`config.mk`:
```
export PLATFORM = sky130hd
export DESIGN_NAME = jtag_tap_param
export DESIGN_NICKNAME = d
export VERILOG_FILES = /design/src/rtl/jtag_pkg.sv /design/src/rtl/jtag_tap_fsm.sv /design/src/rtl/jtag_tap_param.sv
export SDC_FILE = /design/constraint.sdc
export NUM_CORES = 1
export LEC_CHECK = 0
export CAP_MARGIN = 20
export CELL_PAD_IN_SITES_DETAIL_PLACEMENT = 0
export CELL_PAD_IN_SITES_GLOBAL_PLACEMENT = 2
export CORE_MARGIN = 4
export CORE_UTILIZATION = 26
export DETAILED_ROUTE_END_ITERATION = 10
export PLACE_DENSITY = 0.71
export SYNTH_ARGS = -nofsm -noshare
export SYNTH_HDL_FRONTEND = slang
export SYNTH_SLANG_ARGS = --single-unit
```
`constraint.sdc`:
```
create_clock -name TCK -period 1.9 [get_ports TCK]
set_input_delay 0.285 -clock TCK [delete_from_list [all_inputs] [get_ports TCK]]
set_output_delay 0.285 -clock TCK [all_outputs]
set_load 0.1 [all_outputs]
```
`src/rtl/jtag_pkg.sv`:
```
// Shared JTAG TAP definitions: IEEE 1149.1 state encoding, default opcodes and
// the data-register select type used by the instruction decode.
package jtag_pkg;

  typedef enum logic [3:0] {
    StEx2Dr = 4'h0,
    StEx1Dr = 4'h1,
    StShDr  = 4'h2,
    StPauDr = 4'h3,
    StSelIr = 4'h4,
    StUpdDr = 4'h5,
    StCapDr = 4'h6,
    StSelDr = 4'h7,
    StEx2Ir = 4'h8,
    StEx1Ir = 4'h9,
    StShIr  = 4'hA,
    StPauIr = 4'hB,
    StRti   = 4'hC,
    StUpdIr = 4'hD,
    StCapIr = 4'hE,
    StTlr   = 4'hF
  } tap_state_e;

  typedef enum logic [1:0] {
    DrBypass,
    DrIdcode,
    DrUsercode,
    DrBsr
  } dr_sel_e;

  localparam int unsigned DefIrWidth  = 4;
  localparam int unsigned OpSample    = 1;
  localparam int unsigned OpExtest    = 2;
  localparam int unsigned OpIntest    = 3;
  localparam int unsigned OpIdcode    = 7;
  localparam int unsigned OpUsercode  = 8;

endpackage

```
`src/rtl/jtag_tap_fsm.sv`:
```
// 16-state TAP controller: TMS-driven state register plus per-state action
// strobes consumed by the IR and data registers in the top.
module jtag_tap_fsm
  import jtag_pkg::*;
(
  input  logic       tck_i,
  input  logic       rst_i,
  input  logic       tms_i,
  output tap_state_e state_o,
  output logic       tlr_o,
  output logic       capture_dr_o,
  output logic       shift_dr_o,
  output logic       update_dr_o,
  output logic       capture_ir_o,
  output logic       shift_ir_o,
  output logic       update_ir_o
);

  tap_state_e state_q, state_d;

  always_ff @(posedge tck_i or posedge rst_i) begin
    if (rst_i) begin
      state_q <= StTlr;
    end else begin
      state_q <= state_d;
    end
  end

  always_comb begin
    state_d = StTlr;
    case (state_q)
      StTlr:   state_d = tms_i ? StTlr   : StRti;
      StRti:   state_d = tms_i ? StSelDr : StRti;
      StSelDr: state_d = tms_i ? StSelIr : StCapDr;
      StCapDr: state_d = tms_i ? StEx1Dr : StShDr;
      StShDr:  state_d = tms_i ? StEx1Dr : StShDr;
      StEx1Dr: state_d = tms_i ? StUpdDr : StPauDr;
      StPauDr: state_d = tms_i ? StEx2Dr : StPauDr;
      StEx2Dr: state_d = tms_i ? StUpdDr : StShDr;
      StUpdDr: state_d = tms_i ? StSelDr : StRti;
      StSelIr: state_d = tms_i ? StTlr   : StCapIr;
      StCapIr: state_d = tms_i ? StEx1Ir : StShIr;
      StShIr:  state_d = tms_i ? StEx1Ir : StShIr;
      StEx1Ir: state_d = tms_i ? StUpdIr : StPauIr;
      StPauIr: state_d = tms_i ? StEx2Ir : StPauIr;
      StEx2Ir: state_d = tms_i ? StUpdIr : StShIr;
      StUpdIr: state_d = tms_i ? StSelDr : StRti;
      default: state_d = StTlr;
    endcase
  end

  // Strobes reflect the current state: the action happens on the edge leaving it.
  always_comb begin
    tlr_o        = (state_q == StTlr);
    capture_dr_o = (state_q == StCapDr);
    shift_dr_o   = (state_q == StShDr);
    update_dr_o  = (state_q == StUpdDr);
    capture_ir_o = (state_q == StCapIr);
    shift_ir_o   = (state_q == StShIr);
    update_ir_o  = (state_q == StUpdIr);
  end

  assign state_o = state_q;

endmodule

```
`src/rtl/jtag_tap_param.sv`:
```
// Parametrised JTAG TAP: IR, instruction decode, BYPASS/IDCODE/USERCODE/BSR data
// registers, registered TDO and the functional/test muxes between pins and core.
module jtag_tap_param
  import jtag_pkg::*;
#(
  parameter int unsigned         IR_WIDTH     = DefIrWidth,
  parameter int unsigned         N_IO         = 4,
  parameter logic [31:0]         IDCODE_VAL   = 32'h1234_5001,
  parameter logic [31:0]         USERCODE_VAL = 32'h0000_00A5,
  parameter logic [IR_WIDTH-1:0] OP_SAMPLE    = IR_WIDTH'(OpSample),
  parameter logic [IR_WIDTH-1:0] OP_EXTEST    = IR_WIDTH'(OpExtest),
  parameter logic [IR_WIDTH-1:0] OP_INTEST    = IR_WIDTH'(OpIntest),
  parameter logic [IR_WIDTH-1:0] OP_IDCODE    = IR_WIDTH'(OpIdcode),
  parameter logic [IR_WIDTH-1:0] OP_USERCODE  = IR_WIDTH'(OpUsercode)
) (
  input  logic                TCK,
  input  logic                RESET,
  input  logic                TMS,
  input  logic                TDI,
  output logic                TDO,
  output logic                TDO_EN,
  output logic [3:0]          STATE,
  output logic [IR_WIDTH-1:0] IR_OUT,
  input  logic [N_IO-1:0]     PIN_IN,
  output logic [N_IO-1:0]     PIN_OUT,
  input  logic [N_IO-1:0]     CORE_OUT,
  output logic [N_IO-1:0]     CORE_IN
);

  localparam int unsigned BsrLen = 2 * N_IO;

  tap_state_e state;
  logic tlr, capture_dr, shift_dr, update_dr, capture_ir, shift_ir, update_ir;

  jtag_tap_fsm u_fsm (
    .tck_i        (TCK),
    .rst_i        (RESET),
    .tms_i        (TMS),
    .state_o      (state),
    .tlr_o        (tlr),
    .capture_dr_o (capture_dr),
    .shift_dr_o   (shift_dr),
    .update_dr_o  (update_dr),
    .capture_ir_o (capture_ir),
    .shift_ir_o   (shift_ir),
    .update_ir_o  (update_ir)
  );

  logic [IR_WIDTH-1:0] ir_sr_q, ir_sr_d;
  logic [IR_WIDTH-1:0] ir_q, ir_d;
  logic                byp_q, byp_d;
  logic [31:0]         id_sr_q, id_sr_d;
  logic [BsrLen-1:0]   bsr_q, bsr_d;
  logic [N_IO-1:0]     pin_upd_q, pin_upd_d;
  logic [N_IO-1:0]     core_upd_q, core_upd_d;
  logic                tdo_q, tdo_d;
  logic                tdo_en_q, tdo_en_d;
  dr_sel_e             dr_sel;

  // Anything not explicitly recognised, including all ones, falls back to BYPASS.
  always_comb begin
    dr_sel = DrBypass;
    if (ir_q == OP_IDCODE) begin
      dr_sel = DrIdcode;
    end else if (ir_q == OP_USERCODE) begin
      dr_sel = DrUsercode;
    end else if (ir_q == OP_SAMPLE || ir_q == OP_EXTEST || ir_q == OP_INTEST) begin
      dr_sel = DrBsr;
    end
  end

  always_comb begin
    ir_sr_d    = ir_sr_q;
    ir_d       = ir_q;
    byp_d      = byp_q;
    id_sr_d    = id_sr_q;
    bsr_d      = bsr_q;
    pin_upd_d  = pin_upd_q;
    core_upd_d = core_upd_q;
    tdo_d      = tdo_q;
    tdo_en_d   = shift_dr | shift_ir;

    if (tlr) begin
      ir_d = OP_IDCODE;
    end

    if (capture_ir) begin
      ir_sr_d      = '0;
      ir_sr_d[1:0] = 2'b01;
    end
    if (shift_ir) begin
      tdo_d   = ir_sr_q[0];
      ir_sr_d = {TDI, ir_sr_q[IR_WIDTH-1:1]};
    end
    if (update_ir) begin
      ir_d = ir_sr_q;
    end

    if (capture_dr) begin
      unique case (dr_sel)
        DrBypass:   byp_d   = 1'b0;
        DrIdcode:   id_sr_d = IDCODE_VAL;
        DrUsercode: id_sr_d = USERCODE_VAL;
        DrBsr:      bsr_d   = {PIN_IN, CORE_OUT};
      endcase
    end

    if (shift_dr) begin
      unique case (dr_sel)
        DrBypass: begin
          tdo_d = byp_q;
          byp_d = TDI;
        end
        DrIdcode, DrUsercode: begin
          tdo_d   = id_sr_q[0];
          id_sr_d = {TDI, id_sr_q[31:1]};
        end
        DrBsr: begin
          tdo_d = bsr_q[0];
          bsr_d = {TDI, bsr_q[BsrLen-1:1]};
        end
      endcase
    end

    if (update_dr && dr_sel == DrBsr) begin
      pin_upd_d  = bsr_q[BsrLen-1:N_IO];
      core_upd_d = bsr_q[N_IO-1:0];
    end
  end

  always_ff @(posedge TCK or posedge RESET) begin
    if (RESET) begin
      ir_sr_q    <= '0;
      ir_q       <= OP_IDCODE;
      byp_q      <= 1'b0;
      id_sr_q    <= '0;
      bsr_q      <= '0;
      pin_upd_q  <= '0;
      core_upd_q <= '0;
      tdo_q      <= 1'b0;
      tdo_en_q   <= 1'b0;
    end else begin
      ir_sr_q    <= ir_sr_d;
      ir_q       <= ir_d;
      byp_q      <= byp_d;
      id_sr_q    <= id_sr_d;
      bsr_q      <= bsr_d;
      pin_upd_q  <= pin_upd_d;
      core_upd_q <= core_upd_d;
      tdo_q      <= tdo_d;
      tdo_en_q   <= tdo_en_d;
    end
  end

  // SAMPLE leaves both paths functional; only EXTEST/INTEST take over a direction.
  assign PIN_OUT = (ir_q == OP_EXTEST) ? pin_upd_q  : CORE_OUT;
  assign CORE_IN = (ir_q == OP_INTEST) ? core_upd_q : PIN_IN;

  assign TDO    = tdo_q;
  assign TDO_EN = tdo_en_q;
  assign STATE  = state;
  assign IR_OUT = ir_q;

endmodule

```
Word-level counts from Yosys, hierarchy flattened --
Index checks and enable logic that the tools add are counted.
Word-level totals: register bits after elaboration 63, bits of input ports 12, output and inout bits 18, word-level logic and storage cells 83
Cells by class: equal/unequal tests 23, muxes and demuxes 37, bitwise operators 1, reduce and logical (&&, ||, !) cells 12
Operators by type and width (number):
- 32-bit 2-to-1 mux | 3
- 32-bit case mux with 2 select lines | 1
- 4-bit case mux with 12 select lines | 1
- 4-bit equality test, second input constant | 9
- 8-bit 2-to-1 mux | 4
- 4-bit 2-to-1 mux | 7
- 4-bit by 3-bit equality test with 1-bit output, second input constant | 5
- 2-bit 2-to-1 mux | 9
- 4-bit by 2-bit equality test with 1-bit output, second input constant | 4
- 3-bit 2-to-1 mux | 4
- 4-bit by 1-bit equality test with 1-bit output, second input constant | 2
- 1-bit 2-to-1 mux | 7
- 2-bit nonzero test | 3
- 2-bit OR reduction | 3
- 2-bit equality test, second input constant | 2
- 4-bit logical NOT | 1
- 1-bit case mux with 3 select lines | 1
- 3-bit OR reduction | 1
- 2-bit by 1-bit equality test with 1-bit output, second input constant | 1
- 2-bit logical NOT | 1
- 1-bit logical OR | 2
- 1-bit logical AND | 1
- 1-bit OR | 1

Depth between registers and ports, before layout --
Gate-level depths: netlist of the first run.
word-level depth 11, mapped depth 9, mapped depth without buffers 7

Hierarchy --
From an unflattened synthesis of the first run, not the netlist that was laid out.
Unflattened totals: cell total of the unflattened synthesis 257, area total of the unflattened synthesis 2862.7 µm²
By module, submodules not included:
- jtag_tap_param | times used 1, cells each 224, area an instance 2576.2 µm², seq. area each 1480.2 µm²
- jtag_tap_fsm | times used 1, cells each 33, area an instance 286.5 µm², seq. area each 105.1 µm²

Worst setup path before layout of the first run --
No wires, ideal clock.
path type reg2reg, from reg ir_q[3] (netlist: IR_OUT[3]), to reg core_upd_q[0], library setup time 0.125 ns, arrival time 2.327 ns, data required time 1.775 ns, path slack -0.552 ns, stages on the path, launching flop included 8, buffers on the path 1, cells stage by stage dfrtp_1 -> buf_6 -> xnor2_1 -> and2_1 -> ha_1 -> nand2_1 -> nor3_4 -> mux2_2
On the way: word-level cells in the longest chain between the ends 8, elaborated cells between the ends (all ways) 12
RTL lines:
- from (decl) | RTL line jtag_tap_param.sv:50 | logic [IR_WIDTH-1:0] ir_q, ir_d;
- from (signal assigned) | RTL line jtag_tap_param.sv:144 | ir_q <= ir_d;
- 4-bit by 1-bit equality test with 1-bit output / 4-bit by 2-bit equality test with 1-bit output (equally long branches) | RTL line jtag_tap_param.sv:67 | end else if (ir_q == OP_SAMPLE || ir_q == OP_EXTEST || ir_q == OP_INTEST) begin
- 1-bit logical OR (2 in a row) | RTL line jtag_tap_param.sv:67
- 2-bit 2-to-1 mux | RTL line jtag_tap_param.sv:67
- 2-bit 2-to-1 mux | RTL line jtag_tap_param.sv:65 | end else if (ir_q == OP_USERCODE) begin
- 2-bit 2-to-1 mux * | RTL line jtag_tap_param.sv:63 | if (ir_q == OP_IDCODE) begin
- 2-bit equality test * | RTL line jtag_tap_param.sv:125 | if (update_dr && dr_sel == DrBsr) begin
- 1-bit logical AND * | RTL line jtag_tap_param.sv:125
- to (signal assigned) | RTL line jtag_tap_param.sv:149 | core_upd_q <= core_upd_d;
- to (decl) | RTL line jtag_tap_param.sv:55 | logic [N_IO-1:0] core_upd_q, core_upd_d;
Mark *: on every way between the ends. The rest lies on a longest branch, timed or not. A chain may end at the register's enable or synchronous reset.

Worst setup path after layout of the first run --
from reg ir_q[0] (netlist: IR_OUT[0]), to reg id_sr_q[5]
On the way: word-level cells in the longest chain between the ends 11, elaborated cells between the ends (all ways) 17
RTL lines:
- 4-bit by 1-bit equality test with 1-bit output / 4-bit by 2-bit equality test with 1-bit output (equally long branches) | RTL line jtag_tap_param.sv:67
- 1-bit logical OR (2 in a row) | RTL line jtag_tap_param.sv:67
- 2-bit 2-to-1 mux | RTL line jtag_tap_param.sv:67
- 2-bit 2-to-1 mux | RTL line jtag_tap_param.sv:65
- 2-bit 2-to-1 mux * | RTL line jtag_tap_param.sv:63
- 2-bit equality test / 2-bit by 1-bit equality test with 1-bit output (equally long branches) | RTL line jtag_tap_param.sv:100, jtag_tap_param.sv:109
- 32-bit case mux with 2 select lines | RTL line jtag_tap_param.sv:100 | unique case (dr_sel)
- 32-bit 2-to-1 mux | RTL line jtag_tap_param.sv:99 | if (capture_dr) begin
- 32-bit 2-to-1 mux | RTL line jtag_tap_param.sv:109 | unique case (dr_sel)
- 32-bit 2-to-1 mux * | RTL line jtag_tap_param.sv:108 | if (shift_dr) begin
- net id_sr_d[5] | RTL line jtag_tap_param.sv:52 | logic [31:0] id_sr_q, id_sr_d;
- to (signal assigned) | RTL line jtag_tap_param.sv:146 | id_sr_q <= id_sr_d;
- to (decl) | RTL line jtag_tap_param.sv:52
Mark *: on every way through the listed nets, which the timed path passes. The rest lies on a longest branch.

==> impl_summary.txt, run 1 <==
----------------------------------------------------
[Power]
  Total power after layout ... 8.64 mW
  Internal Pwr Total ... 5.04 mW
  Sequential Power Share ... 0.278
  Clock network fraction of design power ... 0.188
  Switching share of total power ... 0.417
  Switching pwr ... approximately 3.6 mW
  Worst ir drop on vdd ... 0.00150 V
  Power density cells ... 1850 nW/µm²
  Leakage ... 2.00 nW
  Proportion of power drawn by combinational gates ... 0.534

[GRT]
  Maximum number of pins on one net before global-route repair ... 64
  Via count of the first global-routing pass ... between 2,000 and 2,500
  Wire length of the first global-routing pass ... 12.1 mm
  Global Route Usage Sum ... 0.114
  Initial antenna violation count ... 0
  Overall overflow remaining after global route ... 0

[CTS]
  Total clock sinks ... 63
  Clock tree from TritonCTS ... done
  Cts bufs inserted ... 9
  Clk_lat worst skew ... 320 ps
  Buffer type at the clock tree root ... clkbuf_16
  Buffers from clock root to sink, at most ... 2
  Clock transition at the registers of the reported paths ... 60 ps
  H-tree depth ... 3

[Finish]
  Nets ... 365
  Share of layout cells above drive strength 1 ... 0.470
  Post-synthesis to final-layout area growth ... 57.4%
  Area used by multi-input combinational logic ... roughly 1600 µm²
  Register area ... 1600 µm²
  Antenna Cells ... 0
  Fill count ... 1,020

[Yosys]
  Mapped Cells ... 292
  Post-synthesis instance area ... 2970 µm²
  Number of flip-flops and latches in the synthesized netlist ... 63
  Unique cell type count in the Yosys netlist ... 40
  Top FF cell, synth ... dfrtp_1
  Mean area per synthesized cell ... 10.2 µm²
  Mapped Nets ... 307
  Part of the Yosys area used for sequential elements ... 0.534
  Async SR Flop Fraction ... 1.00
  EDFF count, synth ... 0
  Number of warnings printed during yosys synthesis ... 0

[Setup path]
  Peak fanout along the critical path ... 5
  Critical Path AT ... about 2400 ps
  Required time worst endpoint ... 2100 ps
  Critical path launch point type ... flop
  Element type at the critical path end ... flop
  Kind of critical path ... reg -> reg

[STA]
  Total setup violations reported at the end of the flow ... 57
  Count of pins over their slew limit ... 0
  Post-route setup TNS ... -10,740 ps
  Final setup skew ... 7.10 ps
  Worst slew margin ... 0.464
  Transition time of the tightest slew-check pin ... 803 ps
  Achievable frequency ... 463 MHz
  Worst setup slack after layout ... -258 ps
  Final min period ... between 2000 and 2500 ps
  Number of hold-slack violations in the final timing report ... 0
  Unrepaired setup endpoints after global routing ... yes
  Crit share post-route ... 1.14
  Worst hold slack across all endpoints ... 341 ps

[Run status]
  Violations in the final reports ... setup timing
  Run status ... complete, but fails checks

[Die]
  Starting density of the core ... 0.270
  Number of placed I/O pins ... 30
  # rows ... 38
  Area inside the core boundary ... 11,000 µm²
  Die width ... between 100 and 150 µm
  Die area ... 13,200 µm²
  Die Height ... 115 µm

[Route]
  Total wirelength of the detailed-routed design ... 6.96 mm
  DR iter-0 viols ... between 100 and 150
  Antenna viol nets, final ... 0
  Drt first pass iters ... 4
  Detailed-route DRC error count ... 0
  Routed vias ... 2,248
  Via-per-instance ratio ... 4.54
  Final routed wire length divided by cell count ... 14.1 µm

[Worst hold path]
  Min-delay worst type ... in -> async

[Place]
  Number of input and output port buffers inserted ... 29
  HPWL after DPL ... 4.20 mm
  Weighted congestion reported at the end of routability-driven placement ... 0.730

[Flow run]
  Max_cap viols ... 0

----------------------------------------------------
## flip-flops by register name (all words and copies together), names as in the netlist
register	count
id_sr_q	32
bsr_q	8
IR_OUT	4
core_upd_q	4
ir_sr_q	4
pin_upd_q	4
u_fsm.state_o	4
TDO	1
TDO_EN	1
byp_q	1
## cells in the mapped netlist, types with 2 or more instances
cell type,count,area [µm²]
a21oi_1,13,65.1
buf_2,11,55.1
buf_4,2,15.0
buf_6,2,22.5
clkbuf_1,4,15.0
dfrtp_1,56,1400
dfstp_2,7,184
ha_1,3,37.5
inv_1,6,22.5
mux2_2,17,191
mux2i_1,10,100
nand2_1,47,176
nand2b_1,25,156
nor2_1,21,78.8
o21ai_0,37,185
o31ai_1,7,52.6
## logic make-up after synthesis
logic type                 after synthesis  synth area share
buffers and inverters                   26            0.0455
muxes                                   27            0.0982
adders and majority gates                3            0.0126
xor gates and xnor gates                 1           0.00295
and+or+nand+nor                        108             0.186
AOI/OAI and AO/OA                       64             0.121
DFF                                     63             0.534
## power by group through the flow
stage               Combinational, mW  Clock, mW  Sequential [mW]
floorplan                        1.94          0             2.93
global placement                 3.68          0             2.34
detailed placement               3.70          0             2.36
CTS                              4.50       1.66             2.36
global route                     4.93       1.73             2.48
finish                           4.62       1.62             2.40
## metal layers
metal / GRT usage / up-vias / part of all wire
met1: 0.160 / 1108 / 0.50
met5: 0 / - / 0
met3: 0.0242 / 4 / 0.032
li1: - / 1107 / -
met4: 0.0423 / 0 / 0.012
met2: 0.174 / 29 / 0.46
## cell type report
class,count,share of cell area
Multi-Input combinational cell,203,0.350
Sequential cell,63,0.342
Timing Repair Buffer,67,0.202
Clock buffer,9,0.0482
Tap cell,140,0.0375
Clock inverter,7,0.0155
Inverter,6,0.00482
## per-stage QoR
step	utilization	area (µm²)	instances	setup slack [ps]
after floorplan	-	3110	292	-251
after detailed placement	0.346	3800	460	-150
after global routing	0.425	4670	495	-320
after CTS	0.418	4590	496	-274
after global placement	0.346	3800	460	-51.0
final	0.425	4670	495	-258
## layout by cell type (no fill, tap or decap), types with 11 or more instances in the layout
master           instances
dfrtp_1                 55
nand2b_1                24
nand2_1                 23
buf_12                  22
buf_4                   19
mux2_4                  16
o21ai_0                 15
nand2_2                 15
nor2_1                  13
o21ai_1                 11
clkdlybuf4s50_1         11
## critical path, stage by stage (launching register included)
cell and delay, ps:
dfstp_4 610, buf_4 130, nor2_4 40, xnor2_2 130, and2_4 170, ha_4 280
nand4bb_4 200, buf_8 210, clkbuf_16 160, nand2_2 50, o21ai_1 60
## path summary, 6_finish.rpt
path                       cells past startpoint                  start  slack, ps                    end
max in group asynchronous                      3                  RESET       1220  IR_OUT[2]$_DFFE_PP1P_
max                                           10  IR_OUT[0]$_DFFE_PP1P_       -260   id_sr_q[5]$_DFF_PP0_
min reg2reg                                    2  id_sr_q[16]$_DFF_PP0_        480  id_sr_q[16]$_DFF_PP0_
max reg2reg                                   10  IR_OUT[0]$_DFFE_PP1P_       -260   id_sr_q[5]$_DFF_PP0_
min                                            3                  RESET        340   id_sr_q[9]$_DFF_PP0_
min in group TCK                               2  id_sr_q[16]$_DFF_PP0_        480  id_sr_q[16]$_DFF_PP0_
## timing repair
action                     4_1_cts  5_1_grt
gates cloned                     6        1
setup endpoints to repair       47       58
hold buffers                     0        0
setup buffers                   14        1
pin swaps                       16       20
resized for setup               63       47
Power figures use the tool's default switching activity.
==> run 2, diff against run 1 <==
--- a/config.mk
+++ b/config.mk
@@ -11,7 +11,8 @@
 export CORE_MARGIN = 4
 export CORE_UTILIZATION = 26
 export DETAILED_ROUTE_END_ITERATION = 10
-export PLACE_DENSITY = 0.71
+export PLACE_DENSITY = 0.69
+export SLEW_MARGIN = 15
 export SYNTH_ARGS = -nofsm -noshare
 export SYNTH_HDL_FRONTEND = slang
 export SYNTH_SLANG_ARGS = --single-unit
==> constraint.sdc (replaced) <==
create_clock -name TCK -period 2.7 [get_ports TCK]
set_input_delay 0.405 -clock TCK [delete_from_list [all_inputs] [get_ports TCK]]
set_output_delay 0.405 -clock TCK [all_outputs]
set_load 0.1 [all_outputs]
==> impl_summary.txt, run 2 (synthesis gave the netlist of run 1 again) <==
----------------------------------------------------
[Run status]
  Run status ... finished clean

[Setup path]
  Kind of critical path ... reg -> out
  Element type at the critical path end ... output port
  Peak fanout along the critical path ... 6 (+1)
  Required time worst endpoint ... 2300 ps (+200 ps)
  Critical Path AT ... 2000 ps (-360 ps)
  Critical path launch point type ... flop

[Worst hold path]
  Min-delay worst type ... in -> async

[Die]
  Die width ... 115 µm (unchanged)
  Die area ... 13,200 µm² (unchanged)
  # rows ... 38 (unchanged)
  Number of placed I/O pins ... 30 (unchanged)
  Area inside the core boundary ... 11,000 µm² (unchanged)
  Die Height ... 115 µm (unchanged)
  Starting density of the core ... 0.270 (unchanged)

[CTS]
  Buffer type at the clock tree root ... clkbuf_16
  Number of buffers inserted to repair setup after CTS ... 0 (-14)
  Cts hold-fix bufs ... 0 (unchanged)
  Total clock sinks ... 63 (unchanged)
  Cts bufs inserted ... 9 (unchanged)
  Resized Gates After CTS ... 0 (-100%)
  Clock tree from TritonCTS ... done
  Buffers from clock root to sink, at most ... 2 (unchanged)
  Clk_lat worst skew ... 320 ps (about the same)
  Clock transition at the registers of the reported paths ... 60 ps (about the same)
  H-tree depth ... 3 (unchanged)

[GRT]
  Wire length of the first global-routing pass ... 10.4 mm (-14%)
  Global Route Usage Sum ... 0.100 (-0.0141)
  Via count of the first global-routing pass ... 2,062 (-14%)
  Initial antenna violation count ... 0 (unchanged)
  Maximum number of pins on one net before global-route repair ... 65 (+1.6%)
  Overall overflow remaining after global route ... 0 (unchanged)

[Power]
  Proportion of power drawn by combinational gates ... 0.409 (-0.125)
  Total power after layout ... 5.09 mW (-41%)
  Sequential Power Share ... 0.329 (+0.051)
  Worst ir drop on vdd ... 0.000825 V (-45%)
  Power density cells ... 1340 nW/µm² (-27%)
  Switching share of total power ... 0.410 (-0.00648)
  Switching pwr ... 2.09 mW (-42%)
  Clock network fraction of design power ... 0.262 (+0.074)
  Leakage ... 1.63 nW (-18%)
  Internal Pwr Total ... 3.00 mW (-40%)

[STA]
  Total setup violations reported at the end of the flow ... 0 (-100%)
  Number of hold-slack violations in the final timing report ... 0 (unchanged)
  Final min period ... 2410 ps
  Final setup skew ... 6.02 ps (-1.08 ps)
  Count of pins over their slew limit ... 0 (unchanged)
  Worst slew margin ... 0.656 (+0.192)
  Post-route setup TNS ... 0 ps (+10,740 ps)
  Achievable frequency ... between 400 and 500 MHz
  Crit share post-route ... 0.891
  Transition time of the tightest slew-check pin ... 515 ps (-288 ps)
  Unrepaired setup endpoints after global routing ... no

[Route]
  DR iter-0 viols ... 124 (+17%)
  Drt first pass iters ... 4 (unchanged)
  Final routed wire length divided by cell count ... 13.1 µm (-6.8%)
  Via-per-instance ratio ... 4.45 (-2.0%)
  Antenna viol nets, final ... 0 (unchanged)
  Routed vias ... 2,051 (-8.8%)
  Total wirelength of the detailed-routed design ... 6.04 mm (-13%)
  Detailed-route DRC error count ... 0 (unchanged)

[Finish]
  Final Instance Area ... 3790 µm² (-19%)
  Post-synthesis to final-layout area growth ... 27.9%
  Share of layout cells above drive strength 1 ... 0.215 (-0.255)
  Flip-flop count of the largest register after layout ... 32 (unchanged)
  Top library cells by usage in the layout, fill and taps aside ... 56 x dfrtp_1, 47 x nand2_1, 37 x o21ai_0
  Leading cell type in the layout, fill and taps excluded ... dfrtp_1
  Fill count ... 1,115 (+9.3%)
  Most flop-heavy register ... id_sr_q
  Share of the core filled with cells in the final layout ... 0.346 (-0.0797)
  Post-route insts no fill ... 461 (-6.9%)
  Largest registers ranked by flip-flop count ... id_sr_q (32), bsr_q (8)
  Antenna Cells ... 0 (unchanged)
  Nets ... 331 (-9.3%)

[Place]
  HPWL after DPL ... 4.00 mm (-4.9%)
  Number of input and output port buffers inserted ... 29 (unchanged)
  Area of placed instances ... 3450 µm² (-9.2%)
  Weighted congestion reported at the end of routability-driven placement ... 0.715 (-2.0%)
  Post-placement cell count ... 445 (-3.3%)

[Flow run]
  Max_cap viols ... 0 (unchanged)

----------------------------------------------------
## run 2: per-stage QoR
step / setup WS [ps] / hold slack (ps)
2_1_floorplan: 248 / 449
3_5_place_dp: 533 / 467
4_1_cts: 231 / 446
3_3_place_gp: 556 / 461
5_1_grt: 160 / 477
6_report: 294 / 439
## run 2: worst max-delay path, stage by stage, from the launching register on
cell,delay (ps)
dfstp_2,560
nand2b_1,130
nor3b_2,400
mux2_2,420
buf_12,170
## run 2: layout make-up
| type | count | area, µm² | share of cell area |
|---|---|---|---|
| Timing Repair Buffer | 33 | 413 | 0.109 |
| Clock inverter | 6 | 108 | 0.0284 |
| Inverter | 6 | 22.5 | 0.00593 |
| Clock buffer | 10 | 239 | 0.0630 |
| Tap cell | 140 | 175 | 0.0462 |
| Multi-Input combinational cell | 203 | 1250 | 0.330 |
| Sequential cell | 63 | 1590 | 0.418 |
## run 2: final timing paths
path / start / end / slack (ps) / cells after the start
worst min-delay path: RESET / TDO_EN$_DFF_PP0_ / 440 / 2
worst min register to register: id_sr_q[13]$_DFF_PP0_ / id_sr_q[13]$_DFF_PP0_ / 470 / 2
worst max-delay path: IR_OUT[1]$_DFFE_PP1P_ / CORE_IN[3] / 290 / 4
max in group asynchronous: RESET / id_sr_q[13]$_DFF_PP0_ / 1650 / 3
min in group TCK: id_sr_q[13]$_DFF_PP0_ / id_sr_q[13]$_DFF_PP0_ / 470 / 2
worst max register to register: IR_OUT[0]$_DFFE_PP1P_ / core_upd_q[3]$_DFFE_PP0P_ / 550 / 7
## run 2: power by group through the flow
stage / logic, mW / registers [mW] / clock network (mW)
2_1_floorplan: 1.23 / 2.03 / 0
3_3_place_gp: 2.10 / 1.69 / 0
3_5_place_dp: 2.11 / 1.70 / 0
4_1_cts: 2.11 / 1.68 / 1.38
5_1_grt: 2.26 / 1.74 / 1.43
6_report: 2.08 / 1.68 / 1.33
## run 2: routing by layer
| layer | GRT usage | part of all wire |
|---|---|---|
| met1 | 0.137 | 0.52 |
| met2 | 0.147 | 0.42 |
| met3 | 0.0321 | 0.040 |
| met4 | 0.0399 | 0.015 |
| met5 | 0 | 0 |
